### config.mk
export PLATFORM = sky130hd
export DESIGN_NAME = risc16_mem_arbiter
export DESIGN_NICKNAME = d
export VERILOG_FILES = /design/src/rtl/risc16_mem_arbiter.sv
export SDC_FILE = /design/constraint.sdc
export NUM_CORES = 1
export LEC_CHECK = 0
export CAP_MARGIN = 5
export CORE_MARGIN = 2
export CORE_UTILIZATION = 46
export CTS_BUF_LIST = sky130_fd_sc_hd__clkbuf_8
export DETAILED_ROUTE_END_ITERATION = 7
export PLACE_DENSITY = 0.82
export SLEW_MARGIN = 25
export SYNTH_ARGS = -nofsm -noshare
export SYNTH_HDL_FRONTEND = slang
export SYNTH_SLANG_ARGS = --single-unit
### constraint.sdc
create_clock -name clk -period 1.92 [get_ports clk]
set_clock_uncertainty 0.05 [all_clocks]
set_input_delay 0.384 -clock clk [delete_from_list [all_inputs] [get_ports clk]]
set_output_delay 0.384 -clock clk [all_outputs]
set_load 0.02 [all_outputs]
### src/rtl/risc16_mem_arbiter.sv
// risc16_mem_arbiter: serialises the RISC16 core's data access and
// instruction fetch onto one single-ported, fixed-latency SRAM. The data
// access runs first. The core is stalled until both accesses have finished.
module risc16_mem_arbiter #(
    parameter int unsigned WAIT_STATES = 1,
    parameter int unsigned AW          = 16,
    parameter int unsigned DW          = 16
) (
    input  logic          clk,
    input  logic          rst,
    input  logic [AW-1:0] iaddr,
    input  logic          ioe,
    output logic [DW-1:0] idin,
    input  logic [AW-1:0] daddr,
    input  logic [DW-1:0] ddout,
    input  logic          doe,
    input  logic          dwe,
    output logic [DW-1:0] ddin,
    output logic          stall,
    output logic [AW-1:0] mem_addr,
    output logic [DW-1:0] mem_wdata,
    input  logic [DW-1:0] mem_rdata,
    output logic          mem_oe,
    output logic          mem_we,
    output logic          err
);

    typedef enum logic [1:0] {IDLE, DATA, INST, RELEASE} state_t;

    localparam logic [3:0] CNT_LAST = 4'(WAIT_STATES);

    state_t        state_q, state_d;
    logic [3:0]    cnt_q, cnt_d;
    logic [AW-1:0] iaddr_q, daddr_q;
    logic [DW-1:0] ddout_q;
    logic          ioe_q, doe_q, dwe_q;
    logic [DW-1:0] idin_q, ddin_q;
    logic          err_q;
    logic          last;

    assign last = (cnt_q == CNT_LAST);

    // State and wait-counter registers
    always_ff @(posedge clk) begin
        if (rst) begin
            state_q <= IDLE;
            cnt_q   <= '0;
        end else begin
            state_q <= state_d;
            cnt_q   <= cnt_d;
        end
    end

    // Request snapshot, read-data capture and sticky conflict flag
    always_ff @(posedge clk) begin
        if (rst) begin
            iaddr_q <= '0;
            ioe_q   <= 1'b0;
            daddr_q <= '0;
            ddout_q <= '0;
            doe_q   <= 1'b0;
            dwe_q   <= 1'b0;
            idin_q  <= '0;
            ddin_q  <= '0;
            err_q   <= 1'b0;
        end else begin
            if (state_q == IDLE) begin
                iaddr_q <= iaddr;
                ioe_q   <= ioe;
                daddr_q <= daddr;
                ddout_q <= ddout;
                doe_q   <= doe;
                dwe_q   <= dwe;
                if (doe && dwe) begin
                    err_q <= 1'b1;
                end
            end
            // A conflicting doe+dwe request is a store, so it never loads ddin
            if (state_q == DATA && last && doe_q && !dwe_q) begin
                ddin_q <= mem_rdata;
            end
            if (state_q == INST && last) begin
                idin_q <= mem_rdata;
            end
        end
    end

    // Next-state and counter logic
    always_comb begin
        state_d = state_q;
        cnt_d   = cnt_q;
        unique case (state_q)
            IDLE: begin
                cnt_d = '0;
                if (doe || dwe) begin
                    state_d = DATA;
                end else if (ioe) begin
                    state_d = INST;
                end else begin
                    state_d = RELEASE;
                end
            end
            DATA: begin
                if (last) begin
                    cnt_d   = '0;
                    state_d = ioe_q ? INST : RELEASE;
                end else begin
                    cnt_d = cnt_q + 4'd1;
                end
            end
            INST: begin
                if (last) begin
                    cnt_d   = '0;
                    state_d = RELEASE;
                end else begin
                    cnt_d = cnt_q + 4'd1;
                end
            end
            RELEASE: begin
                state_d = IDLE;
            end
            default: state_d = IDLE;
        endcase
    end

    // Memory strobes and core stall, decoded from the current state
    always_comb begin
        stall     = 1'b1;
        mem_addr  = '0;
        mem_wdata = '0;
        mem_oe    = 1'b0;
        mem_we    = 1'b0;
        unique case (state_q)
            DATA: begin
                mem_addr = daddr_q;
                if (dwe_q) begin
                    mem_we    = 1'b1;
                    mem_wdata = ddout_q;
                end else begin
                    mem_oe = 1'b1;
                end
            end
            INST: begin
                mem_addr = iaddr_q;
                mem_oe   = 1'b1;
            end
            RELEASE: begin
                stall = 1'b0;
            end
            default: ;
        endcase
    end

    assign idin = idin_q;
    assign ddin = ddin_q;
    assign err  = err_q;

endmodule
==> out/results.tsv <==
metric	value	unit
Worst EP arrival	1.64	ns
Num CTS Buffers	9	
die width	94.9	µm
Setup TNS Final	-3.47	ns
Max Cap Violations	0	
sequential share of the synthesized area	0.474	
area leader, netlist	dfxtp_1	
Max IR drop VDD	1.01	mV
status	finished, violations left	
Rows	33	
DIE AREA	0.00900	mm²
clk sinks	90	
PD cells	1210	mW/mm²
IO Pins	137	
TritonCTS clock tree	done	
kind of end point of the critical path	output pin	
number of global-route vias before repair	3712	
Reg clk slew, reported paths	0.09	ns
R2R setup slack	0.01	ns
Seq pwr share	0.341	
GRT overflow	0	
Post-Synthesis Cell Area	0.00380	mm²
largest net degree at the start of global routing	39	
Fillers	538	
DRT antenna net count	0	
n_diodes	0	
DRC viols	0	
combinational share of power	0.474	
Worst Setup Slack, final	-0.159	ns
net switching power	2710	µW
Max-slew headroom	0.637	
GPL Wtd Cong	0.722	
share of the synthesized area in the top cell type	0.474	
Crit Path Class	reg -> out	
Startpoint Class	flip-flop	
worst path cell trace	inv_4 -> ha_4 -> buf_6 -> o21a_1 -> buf_6	
Leakage	0.00245	µW
Worst-Skew Late Latency	0.36	ns
crit share post-route	1.08	
layout cells sized above 1	0.260	
Max Root-Sink Buffers	2	
wire per inst	18.0	µm
reg2reg end	state_q[0]	
share of async-settable or async-resettable flops after synthesis	0	
Hold Crit Class	reg -> reg	
DP HPWL	7.29	mm
Netlist cell types	37	
Worst path most repeated cell	buf_6	
WP buf/inv	3	
Hold Violations, Final	0	
slowest cell on the critical path	dfxtp_4	
area taken by multi-input logic gates	0.00212	mm²
r2r startpoint	state_q[1]	
CTS root buffer	clkbuf_8	
DRT iter0 DRCs	125	
final setup vio count	33	
crit-path max cell delay	0.40	ns
Clock Power Share	0.185	
Final Routed Wirelength	12.2	mm
CTS H-tree depth	3	
Final min period	2.08	ns
first-pass GRT wire length	17.9	mm
RSZ-0062 raised after global routing	yes	
most frequent cell after synthesis	dfxtp_1	
EDFF count, synth	0	
Worst Hold Slack	0.408	ns
Mapped Cells	424	
Global Route Usage Sum	0.255	
Vias	3659	
crit path capture	mem_oe	
CP required	1.49	ns
fin nets	645	
critical path's top delay family	flip-flops	
maximum clock frequency	0.481	GHz
synthesis-stage register bit count	90	
largest cells by area after synthesis	dfxtp_1 (47%), mux2i_1 (13%), nor2_1 (5.7%)	
Core ar.	0.00809	mm²
Die H	94.9	µm
initial core utilization	0.469	
Layout area overhead	60.7	%
Syn Area/Cell	8.96	µm²
slew at the pin with the worst max-slew slack	0.544	ns
initial antenna violation count	0	
Yosys Warn Count	0	
Sw Share	0.366	
Post-Syn Nets	501	
Reg area	0.00181	mm²
Max FO, Critical Path	8	
TritonRoute pass-1 iters	4	
ys flop type	dfxtp_1	
Pint	4690	µW
most frequent cells after synthesis	dfxtp_1 (90), nor2_1 (58), mux2i_1 (51), a21oi_1 (35), nand2_1 (33)	
stages on the worst setup path	5	
FF-to-FF path depth	7	
violated checks	negative setup slack	
Worst setup startpoint	state_q[0]	
final slew viol count	0	
Vias/cell	5.40	
Port Buf Inserts	136	
==> how the worst min path moves through the flow <==
stage	from	to	slack, ns	cells past startpoint
after floorplan	ioe_q	ioe_q	0.40	2
after global placement	idin[2]	idin[2]	0.39	2
after detailed placement	idin[2]	idin[2]	0.40	2
after CTS	idin[2]	idin[2]	0.41	2
after global routing	idin[3]	idin[3]	0.43	2
final	idin[2]	idin[2]	0.41	2
==> routing by layer <==
| layer | GRT usage | up-vias | wire length, µm |
|---|---|---|---|
| met3 | 0.0495 | 34 | 732 |
| met2 | 0.446 | 151 | 6130 |
| met4 | 0.121 | 0 | 437 |
| met1 | 0.299 | 1735 | 4880 |
| li1 | - | 1739 | - |
| met5 | 0 | - | 0 |
==> kinds of logic (layout without fill, tap and decap cells) <==
logic type                 count (synthesis)  in the layout  synth area share
buffers and inverters                     42            191            0.0468
muxes                                     51             51             0.134
xor gates and xnor gates                   1              1           0.00231
and+or+nand+nor                          157            157             0.200
AOI/OAI and AO/OA                         75             75             0.116
adders and majority gates                  8              8            0.0264
DFF                                       90             90             0.474
==> what timing repair did <==
action	CTS	global route
gates cloned	3	2
gates resized for setup	255	24
hold buffers	0	0
setup endpoints to repair	35	50
setup buffers	6	2
pin swaps	16	7
==> cell usage in the layout (no fill, tap or decap), drive strengths merged, types with 2 or more instances in the layout <==
master	instances
o21ai	17
ha	8
a22oi	16
a21oi	36
clkinvlp	2
clkdlybuf4s50	100
nor2b	19
nand3	18
nand2	33
buf	69
clkbuf	11
nor2	58
mux2i	51
and3	16
dfxtp	90
inv	7
==> tightest hold or removal path: stages, from the launching register on <==
cell     delay, ns
dfxtp_1       0.32
nand2_1       0.05
a21oi_1       0.05
==> stage by stage <==
| step | util | area [µm²] | setup WS (ns) | power, µW | std cells |
|---|---|---|---|---|---|
| 5_1_grt | 0.754 | 6100 | -0.180 | 7710 | 678 |
| 4_1_cts | 0.736 | 5950 | -0.0729 | 7080 | 674 |
| 3_5_place_dp | 0.665 | 5380 | -0.229 | 5120 | 649 |
| 6_report | 0.754 | 6100 | -0.159 | 7400 | 678 |
| 3_3_place_gp | 0.665 | 5380 | -0.172 | 5030 | 649 |
| 2_1_floorplan | - | 3820 | 0.0265 | 4130 | 424 |
==> state kept, by name (all words and copies together), names as in the netlist <==
register  cells
doe_q         1
err           1
state_q       2
daddr_q      16
ioe_q         1
idin         16
dwe_q         1
ddin         16
ddout_q      16
cnt_q         4
iaddr_q      16
==> power by group through the flow <==
stage | clock, µW | sequential, µW | combinational, µW
floorplan | 0 | 2430 | 1700
global placement | 0 | 2460 | 2570
detailed placement | 0 | 2470 | 2650
CTS | 1380 | 2490 | 3200
global route | 1450 | 2560 | 3700
finish | 1370 | 2520 | 3510
==> area by class of cell <==
| cell class | instances | area share |
|---|---|---|
| clock buffers | 9 | 0.0203 |
| clock inverters | 7 | 0.0139 |
| inverters | 4 | 0.00328 |
| multi-input cells | 292 | 0.347 |
| flip-flops and latches | 90 | 0.296 |
| well taps | 105 | 0.0215 |
| repair buffers | 171 | 0.298 |
No activity file was read; power rests on OpenSTA's default activity.
